[config.mk]
export PLATFORM = sky130hd
export DESIGN_NAME = id_stage_ctrl_flat
export DESIGN_NICKNAME = d
export VERILOG_FILES = /design/src/rtl/id_stage_ctrl_if.sv /design/src/rtl/id_stage_ctrl.sv /design/src/flat_wrapper.sv
export SDC_FILE = /design/constraint.sdc
export NUM_CORES = 1
export LEC_CHECK = 0
export CAP_MARGIN = 20
export CORE_MARGIN = 2
export CORE_UTILIZATION = 51
export DETAILED_ROUTE_END_ITERATION = 10
export GPL_ROUTABILITY_DRIVEN = 0
export PLACE_DENSITY = 0.95
export SLEW_MARGIN = 10
export SYNTH_ARGS = -nofsm -noshare
export SYNTH_HDL_FRONTEND = slang
export SYNTH_SLANG_ARGS = --single-unit
[constraint.sdc]
create_clock -name clk -period 4.3 [get_ports clk]
set_input_delay 0.86 -clock clk [delete_from_list [all_inputs] [get_ports clk]]
set_output_delay 0.86 -clock clk [all_outputs]
set_load 0.02 [all_outputs]
[src/rtl/id_stage_ctrl_if.sv]
// Handshake and data bundle between fetch, the ID controller and EX.
// slave is the ID controller side; master is the fetch/EX environment.
interface id_stage_ctrl_if #(
  parameter int N = 32
);
  logic         if_valid;
  logic [N-1:0] if_instr;
  logic [N-1:0] if_pc;
  logic         id_ready;
  logic         ex_ready;
  logic         flush;
  logic         ex_is_load;
  logic [4:0]   ex_rd;
  logic         id_valid;
  logic [N-1:0] id_instr;
  logic [N-1:0] id_pc;
  logic [1:0]   imm_sel;
  logic         id_jal;
  logic         id_illegal;
  logic         hazard;

  modport slave (
    input  if_valid, if_instr, if_pc,
    input  ex_ready, flush,
    input  ex_is_load, ex_rd,
    output id_ready, id_valid,
    output id_instr, id_pc,
    output imm_sel, id_jal,
    output id_illegal, hazard
  );

  modport master (
    output if_valid, if_instr, if_pc,
    output ex_ready, flush,
    output ex_is_load, ex_rd,
    input  id_ready, id_valid,
    input  id_instr, id_pc,
    input  imm_sel, id_jal,
    input  id_illegal, hazard
  );
endinterface

[src/rtl/id_stage_ctrl.sv]
// ID-stage controller: IF/ID register, imm-format decode, load-use stall.
// Define ID_PERF_CNT_EN to add stall_cnt / flush_cnt outputs.
module id_stage_ctrl #(
  parameter int          N         = 32,
  parameter logic [31:0] NOP_INSTR = 32'h0000_0013
) (
  input  logic          clk,
  input  logic          rst,
`ifdef ID_PERF_CNT_EN
  output logic [31:0]   stall_cnt,
  output logic [31:0]   flush_cnt,
`endif
  id_stage_ctrl_if.slave bus
);

  localparam logic [6:0] OP_LOAD  = 7'b0000011;
  localparam logic [6:0] OP_IMM   = 7'b0010011;
  localparam logic [6:0] OP_JALR  = 7'b1100111;
  localparam logic [6:0] OP_SYS   = 7'b1110011;
  localparam logic [6:0] OP_STORE = 7'b0100011;
  localparam logic [6:0] OP_BR    = 7'b1100011;
  localparam logic [6:0] OP_LUI   = 7'b0110111;
  localparam logic [6:0] OP_AUIPC = 7'b0010111;
  localparam logic [6:0] OP_JAL   = 7'b1101111;
  localparam logic [6:0] OP_OP    = 7'b0110011;

  logic         r_valid;
  logic [N-1:0] r_instr;
  logic [N-1:0] r_pc;

  logic [6:0] opcode;
  logic [4:0] rs1;
  logic [4:0] rs2;
  logic       use_rs1;
  logic       use_rs2;
  logic       bad_op;
  logic [1:0] imm_sel;
  logic       jal;
  logic       hazard;
  logic       id_valid;
  logic       id_ready;
  logic       take;

  assign opcode = r_instr[6:0];
  assign rs1    = r_instr[19:15];
  assign rs2    = r_instr[24:20];

  // Opcode decode: immediate format and source-register usage
  always_comb begin
    imm_sel = 2'd0;
    jal     = 1'b0;
    bad_op  = 1'b0;
    use_rs1 = 1'b0;
    use_rs2 = 1'b0;
    case (opcode)
      OP_LOAD, OP_IMM, OP_JALR: use_rs1 = 1'b1;
      OP_SYS:   use_rs1 = ~r_instr[14];
      OP_STORE: begin
        imm_sel = 2'd1;
        use_rs1 = 1'b1;
        use_rs2 = 1'b1;
      end
      OP_BR: begin
        imm_sel = 2'd2;
        use_rs1 = 1'b1;
        use_rs2 = 1'b1;
      end
      OP_LUI, OP_AUIPC: imm_sel = 2'd3;
      OP_JAL:   jal = 1'b1;
      OP_OP: begin
        use_rs1 = 1'b1;
        use_rs2 = 1'b1;
      end
      default:  bad_op = 1'b1;
    endcase
  end

  // Load-use stall only matters for a real destination register
  assign hazard = r_valid & bus.ex_is_load
                & (bus.ex_rd != 5'd0)
                & ((use_rs1 & (rs1 == bus.ex_rd))
                |  (use_rs2 & (rs2 == bus.ex_rd)));

  assign id_valid = r_valid & ~hazard;
  assign id_ready = ~r_valid | (bus.ex_ready & ~hazard);
  assign take     = bus.if_valid & id_ready;

  assign bus.id_valid   = id_valid;
  assign bus.id_ready   = id_ready;
  assign bus.id_instr   = r_instr;
  assign bus.id_pc      = r_pc;
  assign bus.imm_sel    = imm_sel;
  assign bus.id_jal     = jal;
  assign bus.id_illegal = r_valid & bad_op;
  assign bus.hazard     = hazard;

  // IF/ID register: flush beats a new fetch beat, which beats drain
  always_ff @(posedge clk) begin
    if (rst) begin
      r_valid <= 1'b0;
      r_instr <= N'(NOP_INSTR);
      r_pc    <= '0;
    end else if (bus.flush) begin
      r_valid <= 1'b0;
      r_instr <= N'(NOP_INSTR);
    end else if (take) begin
      r_valid <= 1'b1;
      r_instr <= bus.if_instr;
      r_pc    <= bus.if_pc;
    end else if (id_valid & bus.ex_ready) begin
      r_valid <= 1'b0;
    end
  end

`ifdef ID_PERF_CNT_EN
  // Stall and squash counters, free-running with wrap
  always_ff @(posedge clk) begin
    if (rst) begin
      stall_cnt <= '0;
      flush_cnt <= '0;
    end else begin
      if (hazard)
        stall_cnt <= stall_cnt + 32'd1;
      if (bus.flush & r_valid)
        flush_cnt <= flush_cnt + 32'd1;
    end
  end
`endif

endmodule

[src/flat_wrapper.sv]
// flat-port wrapper written by rule: the top's interface ports become plain ports
module id_stage_ctrl_flat 
#(
  parameter int          N         = 32,
  parameter logic [31:0] NOP_INSTR = 32'h0000_0013
)
  (clk, rst, bus_if_valid, bus_if_instr, bus_if_pc, bus_ex_ready, bus_flush, bus_ex_is_load, bus_ex_rd, bus_id_ready, bus_id_valid, bus_id_instr, bus_id_pc, bus_imm_sel, bus_id_jal, bus_id_illegal, bus_hazard);
  id_stage_ctrl_if #(.N(N)) bus_i ();
  input  logic clk;
  input  logic rst;
  input wire logic [$bits(bus_i.if_valid)-1:0] bus_if_valid;
  input wire logic [$bits(bus_i.if_instr)-1:0] bus_if_instr;
  input wire logic [$bits(bus_i.if_pc)-1:0] bus_if_pc;
  input wire logic [$bits(bus_i.ex_ready)-1:0] bus_ex_ready;
  input wire logic [$bits(bus_i.flush)-1:0] bus_flush;
  input wire logic [$bits(bus_i.ex_is_load)-1:0] bus_ex_is_load;
  input wire logic [$bits(bus_i.ex_rd)-1:0] bus_ex_rd;
  output wire logic [$bits(bus_i.id_ready)-1:0] bus_id_ready;
  output wire logic [$bits(bus_i.id_valid)-1:0] bus_id_valid;
  output wire logic [$bits(bus_i.id_instr)-1:0] bus_id_instr;
  output wire logic [$bits(bus_i.id_pc)-1:0] bus_id_pc;
  output wire logic [$bits(bus_i.imm_sel)-1:0] bus_imm_sel;
  output wire logic [$bits(bus_i.id_jal)-1:0] bus_id_jal;
  output wire logic [$bits(bus_i.id_illegal)-1:0] bus_id_illegal;
  output wire logic [$bits(bus_i.hazard)-1:0] bus_hazard;
  assign bus_i.if_valid = bus_if_valid;
  assign bus_i.if_instr = bus_if_instr;
  assign bus_i.if_pc = bus_if_pc;
  assign bus_i.ex_ready = bus_ex_ready;
  assign bus_i.flush = bus_flush;
  assign bus_i.ex_is_load = bus_ex_is_load;
  assign bus_i.ex_rd = bus_ex_rd;
  assign bus_id_ready = bus_i.id_ready;
  assign bus_id_valid = bus_i.id_valid;
  assign bus_id_instr = bus_i.id_instr;
  assign bus_id_pc = bus_i.id_pc;
  assign bus_imm_sel = bus_i.imm_sel;
  assign bus_id_jal = bus_i.id_jal;
  assign bus_id_illegal = bus_i.id_illegal;
  assign bus_hazard = bus_i.hazard;
  id_stage_ctrl #(.N(N), .NOP_INSTR(NOP_INSTR)) u_core (.clk(clk), .rst(rst), .bus(bus_i));
endmodule
Yosys cells after proc, flatten, opt, wreduce, memory -nomap -nowiden
Cells that the tools add are included.
W data, S select, Z words.
- output and inout bits: 71
- input port bits: 75
- register bits: 65
- word-level logic and storage cells: 46
- reductions and logical operators: 8
- bitwise logic cells: 16
- equal/unequal tests: 12
- muxes and demuxes: 7
- operator list (cell ; count):
    $eq A7 B7 Y1 const B ; 4
    $eq A7 B6 Y1 const B ; 3
    $eq A7 B5 Y1 const B ; 2
    $and A1 B1 Y1 ; 10
    $eq A5 B5 Y1 ; 2
    $reduce_or A10 Y1 ; 1
    $eq A7 B2 Y1 const B ; 1
    $pmux W2 S3 ; 1
    $reduce_or A6 Y1 ; 1
    $mux W1 ; 5
    $reduce_bool A5 Y1 ; 1
    $not A1 Y1 ; 4
    $reduce_or A2 Y1 ; 2
    $reduce_or A3 Y1 ; 1
    $or A1 B1 Y1 ; 2
    $pmux W1 S2 ; 1
    $reduce_and A2 Y1 ; 1
    $reduce_bool A2 Y1 ; 1

Depth between registers and ports, before layout
Gate-level depths: netlist (run 1).
- depth in word-level cells: 11
- gate-level depth with buffers: 8
- depth with buffers taken out: 5

Worst setup path before layout (run 1)
No wires, ideal clock.
- path kind: input -> output
- from: input port bus_ex_rd[0]
- to: output port bus_id_ready
- required time: 3440 ps
- slack: 1148 ps
- stages: 5
- arrival: 2292 ps
- path buffers: 0
- cell sequence: xor2_1 > a2111oi_4 > nand4_2 > a21oi_2 > o21ai_0
- word-level cells in the longest chain between the ends: 7
- ends and longest elaborated chain (what ; line ; text):
    start, declared ; flat_wrapper.sv:17 ; input wire logic [$bits(bus_i.ex_rd)-1:0] bus_ex_rd;
    $eq A5 B5 Y1, on equally long branches ; id_stage_ctrl.sv:81, id_stage_ctrl.sv:82 ;
    $and A1 B1 Y1, on equally long branches ; id_stage_ctrl.sv:81, id_stage_ctrl.sv:82 ;
    $or A1 B1 Y1 ; id_stage_ctrl.sv:82 ; | (use_rs2 & (rs2 == bus.ex_rd)));
    $and A1 B1 Y1 (*) ; id_stage_ctrl.sv:81 ; & ((use_rs1 & (rs1 == bus.ex_rd))
    net bus_hazard ; flat_wrapper.sv:25 ; output wire logic [$bits(bus_i.hazard)-1:0] bus_hazard;
    $not A1 Y1 (*) ; id_stage_ctrl.sv:85 ; assign id_ready = ~r_valid | (bus.ex_ready & ~hazard);
    $and A1 B1 Y1 (*) ; id_stage_ctrl.sv:85 ;
    $or A1 B1 Y1 (*) ; id_stage_ctrl.sv:85 ;
    end, declared ; flat_wrapper.sv:18 ; output wire logic [$bits(bus_i.id_ready)-1:0] bus_id_ready;
The timed path passes the listed nets; every way through them passes the cells marked *.

Worst setup path in the final report (run 1)
- from: input port bus_ex_rd[0]
- to: output port bus_id_ready
- word-level cells in the longest chain between the ends: 7
- ends and longest elaborated chain (what ; line):
    $eq A5 B5 Y1, on equally long branches ; id_stage_ctrl.sv:81, id_stage_ctrl.sv:82
    $and A1 B1 Y1, on equally long branches ; id_stage_ctrl.sv:81, id_stage_ctrl.sv:82
    $or A1 B1 Y1 ; id_stage_ctrl.sv:82
    $and A1 B1 Y1 (*) ; id_stage_ctrl.sv:81
    $not A1 Y1 (*) ; id_stage_ctrl.sv:85
    $and A1 B1 Y1 (*) ; id_stage_ctrl.sv:85
    $or A1 B1 Y1 (*) ; id_stage_ctrl.sv:85
Mark *: on every way between the ends. The rest lies on a longest branch, timed or not.

==> results.md, run 1 <==
- Area grow syn2layout: 35.0%
- # port buffers: 145
- Fin area: 0.00613 mm²
- CP Launch Type: input port
- Vias in the first global route: 5076
- Hold-fix buffers, CTS: 0
- Yosys reg bits: 65
- Total global-route track usage: 0.306
- Die X: 98.4 µm
- Dpl hpwl: 9720 µm
- CP Cell Sequence: clkdlybuf4s50_1 > xor2_1 > a2111oi_4 > nand4_4 > a21oi_2 > o21ai_0 > clkdlybuf4s50_1
- Critical path's largest stage delay: 550 ps
- DRC Markers: 0
- Final Skew: 10.0 ps
- Synthesis Warnings: 0
- Initial DRC count: 470
- Flop pwr share: 0.411
- WS Path Type: in -> out
- # setup viols final: 0
- Die area: 0.00968 mm²
- 1st-pass router iterations: 7
- Fin worst setup slack: 356 ps
- Worst VDD drop: 0.000164 V
- Tot Pwr: 1.68 mW
- Dpl cell area: 0.00592 mm²
- Antenna violations before repair: 0
- FFs w/ async S/R, synth: 0
- CTS tree: yes
- Boundary Pins: 146
- CP max-delay cell: clkdlybuf4s50_1
- RSZ-0062 raised after global routing: false
- Min Tclk post-route: 3940 ps
- Leakage: 2.22 nW
- First-pass GRT wire length: 24900 µm
- Setup TNS: 0 ps
- Max cap viols: 0
- Post-Syn Nets: 652
- Antenna-violating nets left: 0
- ANT cells: 0
- Final worst path period share: 0.917
- Psw: 0.517 mW
- Core area: 0.00868 mm²
- Commonest non-fill, non-tap cell in the layout: clkdlybuf4s50_1
- Clock-pin slew on the worst setup and hold paths: 70 ps
- H-tree lvl count: 3
- CP delay by family, top: buffers and inverters
- Clk Latency, worst-skew pair: 340 ps
- Area of the multi-input gates: 0.00290 mm²
- Switching Share: 0.308
- Gr ovfl total: 0
- Post-cts sizing count: 0
- DP Worst Slack: 369 ps
- Cts bufs inserted: 9
- Register Area: 0.00130 mm²
- Most used cell along the critical path: clkdlybuf4s50_1
- Most frequent cells in the layout: clkdlybuf4s50_1, nand3_1, dfxtp_1, a21oi_1
- Root buffer selected by CTS: clkbuf_8
- Fillers: 679
- Status: finished clean
- EDFF count, synth: 0
- Share of cells above drive strength 1: 0.0656
- Final Hold Viols: 0
- Combinational fraction of design power: 0.269
- Relative slew margins: 0.444
- Int Pwr: 1.16 mW
- Hold WC Path Type: reg -> reg
- Deepest clock path buffer count: 2
- Mean Syn Cell Area: 7.87 µm²
- Via count: 5364
- Yosys cell types: 41
- Share of the yosys chip area belonging to registers: 0.286
- Synth Cell Area: 0.00454 mm²
- Drt wl/cell: 19.7 µm
- Largest net degree at the start of global routing: 69
- Core Rows: 34
- Tightest Pin Transition: 832 ps
- Sink Count: 65
- Final Max Slew Viols: 0
- PwrDens: 274 mW/mm²
- Worst reg-to-reg setup slack: 1800 ps
- Crit path DAT: 3080 ps
- Starting Density: 0.524
- Max Freq: 254 MHz
- Crit end category: output port
- Vias per cell: 6.89
- Crit-path max FO: 4
- Critical path buffer and inverter count: 2
- Worst Path Required: 3440 ps
- Fin util: 0.707
- Final nets: 742
- Commonest register cell after synthesis: dfxtp_1
- Final WL: 15400 µm
- Die extent in y: 98.4 µm
- Part of the power in the clock network: 0.320
- Post-CTS setup buffer count: 0
- Synth Instances: 577
==> cell usage after synthesis (2+ instances only) <==
| cell type | n | area (µm²) |
|---|---|---|
| o211ai_1 | 32 | 240 |
| and3_1 | 30 | 188 |
| xor2_1 | 6 | 52.6 |
| o2111ai_1 | 28 | 245 |
| o32ai_1 | 3 | 26.3 |
| a21o_1 | 2 | 15.0 |
| nor2b_1 | 32 | 200 |
| or3_1 | 3 | 18.8 |
| buf_6 | 3 | 33.8 |
| buf_4 | 6 | 45.0 |
| a32oi_1 | 29 | 254 |
| a2111oi_4 | 2 | 55.1 |
| nor4b_1 | 32 | 280 |
| a21oi_1 | 33 | 165 |
| buf_2 | 17 | 85.1 |
| nand3_1 | 122 | 611 |
| nor3_1 | 10 | 50.1 |
| o21a_1 | 32 | 240 |
| inv_1 | 3 | 11.3 |
| nand2_1 | 2 | 7.51 |
| clkbuf_1 | 53 | 199 |
| xnor2_1 | 5 | 43.8 |
| nor2_1 | 10 | 37.5 |
| dfxtp_1 | 65 | 1300 |
==> path summary, 6_finish.rpt <==
| check | to | cells past startpoint | startpoint |
|---|---|---|---|
| setup / recovery | bus_id_ready | 7 | bus_ex_rd[0] |
| hold / removal | u_core.bus.id_instr[10]$_SDFFE_PP0P_ | 2 | u_core.bus.id_instr[10]$_SDFFE_PP0P_ |
| setup reg to reg | u_core.bus.id_instr[30]$_SDFFE_PP0P_ | 6 | u_core.bus.id_instr[3]$_SDFFE_PP0P_ |
| hold reg to reg | u_core.bus.id_instr[10]$_SDFFE_PP0P_ | 2 | u_core.bus.id_instr[10]$_SDFFE_PP0P_ |
==> metrics by stage <==
| step | hold WS, ps | instances |
|---|---|---|
| 2_1_floorplan | 581 | 577 |
| 3_5_place_dp | 509 | 763 |
| 4_1_cts | 521 | 778 |
| 6_report | 519 | 779 |
| 5_1_grt | 553 | 779 |
| 3_3_place_gp | 492 | 763 |
==> power by group through the flow <==
stage | Combinational, mW | Clock, mW | Sequential [mW]
2_1_floorplan | 0.186 | 0 | 0.745
6_report | 0.452 | 0.537 | 0.690
5_1_grt | 0.480 | 0.559 | 0.695
4_1_cts | 0.446 | 0.533 | 0.688
3_3_place_gp | 0.428 | 0 | 0.700
3_5_place_dp | 0.443 | 0 | 0.701
==> metal layers <==
layer | vias to the layer above | wire length, µm | GRT usage
met5 | - | 0 | 0
met4 | 0 | 456 | 0.112
met3 | 49 | 1620 | 0.0787
met2 | 354 | 7270 | 0.493
met1 | 2536 | 6010 | 0.395
li1 | 2425 | - | -
==> area by class of cell <==
class,instances,share of cell area
inverter,4,0.00245
timing repair buffer,158,0.258
multi-input combinational,429,0.473
tap,108,0.0220
sequential,65,0.212
clock inverter,3,0.00653
clock buffer,12,0.0253
==> worst register-to-register path: cells and delay by family (launching register included) <==
| kind | cells | cell delay [ps] |
|---|---|---|
| flops | 1 | 360 |
| compound gates | 1 | 160 |
| buf+inv | 1 | 300 |
| simple gates | 4 | 1610 |
==> cell families (layout without fill, tap and decap cells) <==
logic type             Yosys count  in the layout  synth area share
AND/OR/NAND/NOR                248            248             0.319
AO/OA/AOI/OAI                  170            170             0.290
buffers and inverters           83            177            0.0832
flip-flops                      65             65             0.286
XOR/XNOR                        11             11            0.0212
==> flip-flops by register name, summed over array words and instances, names as in the netlist <==
name                 count
u_core.bus.id_instr     32
u_core.bus.id_pc        32
u_core.r_valid           1
Power figures use the tool's default switching activity.
==> run 2: changes to the inputs <==
--- a/config.mk
+++ b/config.mk
@@ -6,7 +6,6 @@
 export NUM_CORES = 1
 export LEC_CHECK = 0
 export CAP_MARGIN = 20
-export CORE_MARGIN = 2
 export CORE_UTILIZATION = 51
 export DETAILED_ROUTE_END_ITERATION = 10
 export GPL_ROUTABILITY_DRIVEN = 0
==> run 2 against run 1 <==
Cell count increased by 0.39%. Worst hold slack improved by 2.8 ps. Die area decreased by 4.0%. First-iteration DRC count decreased by 25%. Flip-flop and latch count unchanged. Utilization decreased by 0.072 points. Design area decreased by 0.10%. Non-clock buffer count increased by 2.
==> results.md, run 2 (synthesized netlist as in run 1, its figures left out) <==
- Hold path startpoint: u_core.bus.id_instr[7]$_SDFFE_PP0P_
- DP Worst Slack: 400 ps
- WS Path Type: in -> out
- Worst VDD drop: 0.000197 V
- Leakage: 2.22 nW
- Worst hold slack: 522 ps
- Vias in the first global route: 4738
- Final Hold Viols: 0
- Register Area: 0.00130 mm²
- Die X: 96.4 µm
- Via count: 5281
- DRC Markers: 0
- Metal2 WL: 7030 µm
- CP max-delay cell: clkdlybuf4s50_1
- Commonest non-fill, non-tap cell in the layout: clkdlybuf4s50_1
- ANT cells: 0
- Relative slew margins: 0.443
- Final nets: 744
- Fin area: 0.00613 mm²
- Final Skew: 6.69 ps
- Post-CTS setup buffer count: 0
- Share of cells above drive strength 1: 0.0682
- Gr ovfl total: 0
- Antenna-violating nets left: 0
- Final Max Slew Viols: 0
- Max Used Layer: met4
- Core Rows: 34
- Deepest clock path buffer count: 2
- Sink Count: 65
- Crit-path max FO: 4
- Hold-fix buffers, CTS: 0
- Final WL: 14800 µm
- # port buffers: 145
- PwrDens: 263 mW/mm²
- Dpl cell area: 0.00592 mm²
- Area of the multi-input gates: 0.00290 mm²
- CP Launch Type: input port
- Worst reg-to-reg setup slack: 1800 ps
- Boundary Pins: 146
- Vias per cell: 6.75
- Starting Density: 0.524
- Die area: 0.00929 mm²
- Dpl hpwl: 9220 µm
- Clk Latency, worst-skew pair: 340 ps
- Status: finished clean
- Core area: 0.00868 mm²
- Die extent in y: 96.4 µm
- Largest net degree at the start of global routing: 66
- H-tree lvl count: 3
- Setup TNS: 0 ps
- DRT met1 WL: 6020 µm
- Worst hold path stage count: 2
- Fin worst setup slack: 371 ps
- Most used cell along the critical path: clkdlybuf4s50_1
- Hold WC Path Type: reg -> reg
- Post-cts sizing count: 0
- Clock-pin slew on the worst setup and hold paths: 70 ps
- CTS tree: yes
- CP Cell Sequence: clkdlybuf4s50_1 > xor2_1 > a2111oi_4 > nand4_4 > a21oi_2 > o21ai_0 > clkdlybuf4s50_1
- 1st-pass router iterations: 5
- Min Tclk post-route: 3930 ps
- RSZ-0062 raised after global routing: false
- R2R Path End: u_core.bus.id_instr[4]$_SDFFE_PP1P_
- Crit Reg-Reg Startpoint: u_core.bus.id_instr[3]$_SDFFE_PP0P_
- Worst Path Required: 3440 ps
- First-pass GRT wire length: 22800 µm
- Root buffer selected by CTS: clkbuf_8
- # setup viols final: 0
- Crit path DAT: 3070 ps
- Antenna violations before repair: 0
- Routed met3 length: 1420 µm
- Critical path's largest stage delay: 550 ps
- Area grow syn2layout: 34.9%
- WHS Endpoint: u_core.bus.id_instr[7]$_SDFFE_PP0P_
- Cts bufs inserted: 9
- Initial DRC count: 354
- Most frequent cells in the layout: clkdlybuf4s50_1, nand3_1, dfxtp_1, a21oi_1
- Max Freq: 255 MHz
- Final worst path period share: 0.914
- Crit end category: output port
- Max cap viols: 0
- Fillers: 685
- Total global-route track usage: 0.311
- Reg2reg path depth: 6
- Drt wl/cell: 19.0 µm
- Tightest Pin Transition: 834 ps
[run 2: cell type report]
cell class,instances,area share
tap,108,0.0220
multi-input combinational,429,0.474
sequential,65,0.212
timing repair buffer,160,0.261
clock buffer,13,0.0259
clock inverter,3,0.00245
inverter,4,0.00245
[run 2: how the worst max path moves through the flow]
stage                       from           end  slack [ps]
CTS                 bus_ex_rd[0]  bus_id_ready         390
detailed placement  bus_ex_rd[0]  bus_id_ready         400
floorplan           bus_ex_rd[0]  bus_id_ready        1150
global placement    bus_ex_rd[0]    bus_hazard         450
global route        bus_ex_rd[0]  bus_id_ready         290
finish              bus_ex_rd[0]  bus_id_ready         370
[run 2: power breakdown]
| group | switching (mW) | leakage (nW) | total, mW | internal [mW] |
|---|---|---|---|---|
| Clock | 0.233 | 0.0932 | 0.472 | 0.239 |
| Combinational | 0.231 | 1.59 | 0.449 | 0.218 |
| Sequential | 0.0413 | 0.536 | 0.690 | 0.649 |
[run 2: stage by stage]
step / total power [mW] / utilization / std cells
after floorplan: 0.931 / - / 577
after global placement: 1.13 / 0.682 / 764
after detailed placement: 1.14 / 0.682 / 764
after CTS: 1.61 / 0.702 / 780
after global routing: 1.67 / 0.706 / 782
final: 1.61 / 0.706 / 782
[run 2: critical path: cells and delay by family]
kind,cells,cell delay (ps)
buf+inv,2,1010
xor+xnor,1,200
compound gates,3,860
simple gates,1,130
[run 2: layer usage]
layer / GRT usage / vias to the layer above
met5: 0 / -
met4: 0.138 / 0
met3: 0.0704 / 37
met2: 0.496 / 314
met1: 0.402 / 2504
li1: - / 2426
==> run 3: changes to the inputs <==
--- a/config.mk
+++ b/config.mk
@@ -6,10 +6,11 @@
 export NUM_CORES = 1
 export LEC_CHECK = 0
 export CAP_MARGIN = 20
-export CORE_UTILIZATION = 51
+export CORE_UTILIZATION = 43
 export DETAILED_ROUTE_END_ITERATION = 10
 export GPL_ROUTABILITY_DRIVEN = 0
-export PLACE_DENSITY = 0.95
+export HOLD_SLACK_MARGIN = 0.02
+export PLACE_DENSITY = 0.88
 export SLEW_MARGIN = 10
 export SYNTH_ARGS = -nofsm -noshare
 export SYNTH_HDL_FRONTEND = slang
==> constraint.sdc (replaced) <==
create_clock -name clk -period 3.1 [get_ports clk]
set_input_delay 0.62 -clock clk [delete_from_list [all_inputs] [get_ports clk]]
set_output_delay 0.62 -clock clk [all_outputs]
set_load 0.02 [all_outputs]
==> run 3 against run 2 <==
Setup slack worse by 300 ps. Cell count up 4.3%. Power up 57%. Count of clock-buffer cells in the layout down 1. Critical path depth up 1. Critical endpoint is now bus_id_valid. Largest cell class unchanged.
==> results.md, run 3 (synthesized netlist as in run 1, its figures left out) <==
- Final Skew: 9.78 ps
- Boundary Pins: 146
- Deepest clock path buffer count: 2
- Die area: 0.0110 mm²
- DRC Markers: 0
- RSZ-0062 raised after global routing: false
- Largest net degree at the start of global routing: 87
- Commonest non-fill, non-tap cell in the layout: clkdlybuf4s50_1
- PwrDens: 402 mW/mm²
- Core area: 0.0103 mm²
- Fin util: 0.612
- Sink Count: 65
- Share of cells above drive strength 1: 0.0809
- Max cap viols: 0
- Hold WC Path Type: reg -> reg
- Antenna-violating nets left: 0
- Vias per cell: 6.42
- WS Path Type: in -> out
- Critical path's largest stage delay: 500 ps
- H-tree lvl count: 3
- Initial DRC count: 358
- CP Launch Type: input port
- Crit-path max FO: 4
- Relative slew margins: 0.506
- Crit path DAT: 2410 ps
- CP Cell Sequence: clkdlybuf4s50_1 > buf_4 > nor3_1 > a211o_1 > a21o_2 > a21oi_4 > nor2_1 > dlygate4sd2_1
- Final Hold Viols: 0
- # setup viols final: 0
- Total global-route track usage: 0.271
- Starting Density: 0.442
- Vias in the first global route: 5058
- CTS tree: yes
- Root buffer selected by CTS: clkbuf_8
- Hold-fix buffers, CTS: 0
- ANT cells: 0
- Clock-pin slew on the worst setup and hold paths: 70 ps
- Via count: 5238
- Final Max Slew Viols: 0
- Cts bufs inserted: 9
- 1st-pass router iterations: 6
- Area grow syn2layout: 38.4%
- Min Tclk post-route: 3030 ps
- Die extent in y: 105 µm
- First-pass GRT wire length: 24700 µm
- Tightest Pin Transition: 741 ps
- CP delay by family, top: buffers and inverters
- Most frequent cells in the layout: clkdlybuf4s50_1, nand3_1, dfxtp_1, a21oi_1
- Leakage: 2.30 nW
- Post-CTS setup buffer count: 0
- Drt wl/cell: 18.6 µm
- Max Freq: 330 MHz
- Clk Latency, worst-skew pair: 340 ps
- Gr ovfl total: 0
- Final WL: 15200 µm
- CP max-delay cell: clkdlybuf4s50_1
- Status: finished clean
- Antenna violations before repair: 0
- Worst Path Required: 2480 ps
- Final nets: 750
- # port buffers: 145
- Core Rows: 37
- Final worst path period share: 0.978
- Setup TNS: 0 ps
- Worst VDD drop: 0.000197 V
- Dpl hpwl: 9600 µm
- Critical path buffer and inverter count: 3
- Die X: 105 µm
- Crit end category: output port
run 3: changes by cell type in the layout (fill, tap and decap cells not counted), sizes merged:
cell           before  now
buf                17   23
bufinv              0    3
clkdlybuf4s50     143  140
clkinv              3    0
dlygate4sd2         0    2
clkinvlp            0    1
run 3: through the flow:
step	worst slack (ps)	hold WS, ps	std cells	instance area, µm²	power, mW
2_1_floorplan	428	581	577	4540	1.29
3_5_place_dp	-247	504	800	6030	1.60
6_report	67.4	516	816	6290	2.53
4_1_cts	17.5	523	816	6290	2.54
3_3_place_gp	-237	501	800	6030	1.58
5_1_grt	7.50	543	816	6290	2.62
run 3: per-layer routing:
metal  part of all wire  global-route usage  wire length [µm]  vias to the layer above
met4              0.017              0.0956               259                        0
li1                   -                   -                 -                     2442
met3              0.074              0.0487              1120                       21
met5                  0                   0                 0                        -
met2               0.48               0.450              7320                      240
met1               0.43               0.351              6470                     2535
run 3: power breakdown:
group,leakage (nW),switching [mW],internal [mW]
clock network,0.129,0.344,0.601
logic,1.63,0.325,0.307
registers,0.536,0.0539,0.900
run 3: timing repair:
| item | CTS | global route |
|---|---|---|
| endpoints found under the setup margin | 3 | 3 |
| pin swaps | 0 | 1 |
| gates resized for setup | 4 | 3 |
| hold endpoints to repair | 0 | 0 |
run 3: cell type report:
type                       count  area (µm²)
sequential                    65        1300
inverter                       4        15.0
tap                          136         170
clock buffer                  12         165
multi-input combinational    429        2910
clock inverter                 4        97.6
timing repair buffer         166        1630
fill                         910        3990
run 3: final timing paths:
kind,from,cells after the start,to,slack (ps)
setup / recovery,bus_ex_rd[0],8,bus_id_valid,70
hold / removal,u_core.bus.id_instr[31]$_SDFFE_PP0P_,2,u_core.bus.id_instr[31]$_SDFFE_PP0P_,520
setup reg to reg,u_core.bus.id_instr[5]$_SDFFE_PP0P_,6,u_core.bus.id_instr[4]$_SDFFE_PP1P_,950
hold reg to reg,u_core.bus.id_instr[31]$_SDFFE_PP0P_,2,u_core.bus.id_instr[31]$_SDFFE_PP0P_,520
run 3: worst reg2reg max path, stage by stage (launching register included):
cell,delay [ps]
dfxtp_1,410
inv_1,140
or3_4,430
a21o_2,230
buf_4,360
a2111oi_4,400
nor3_1,80
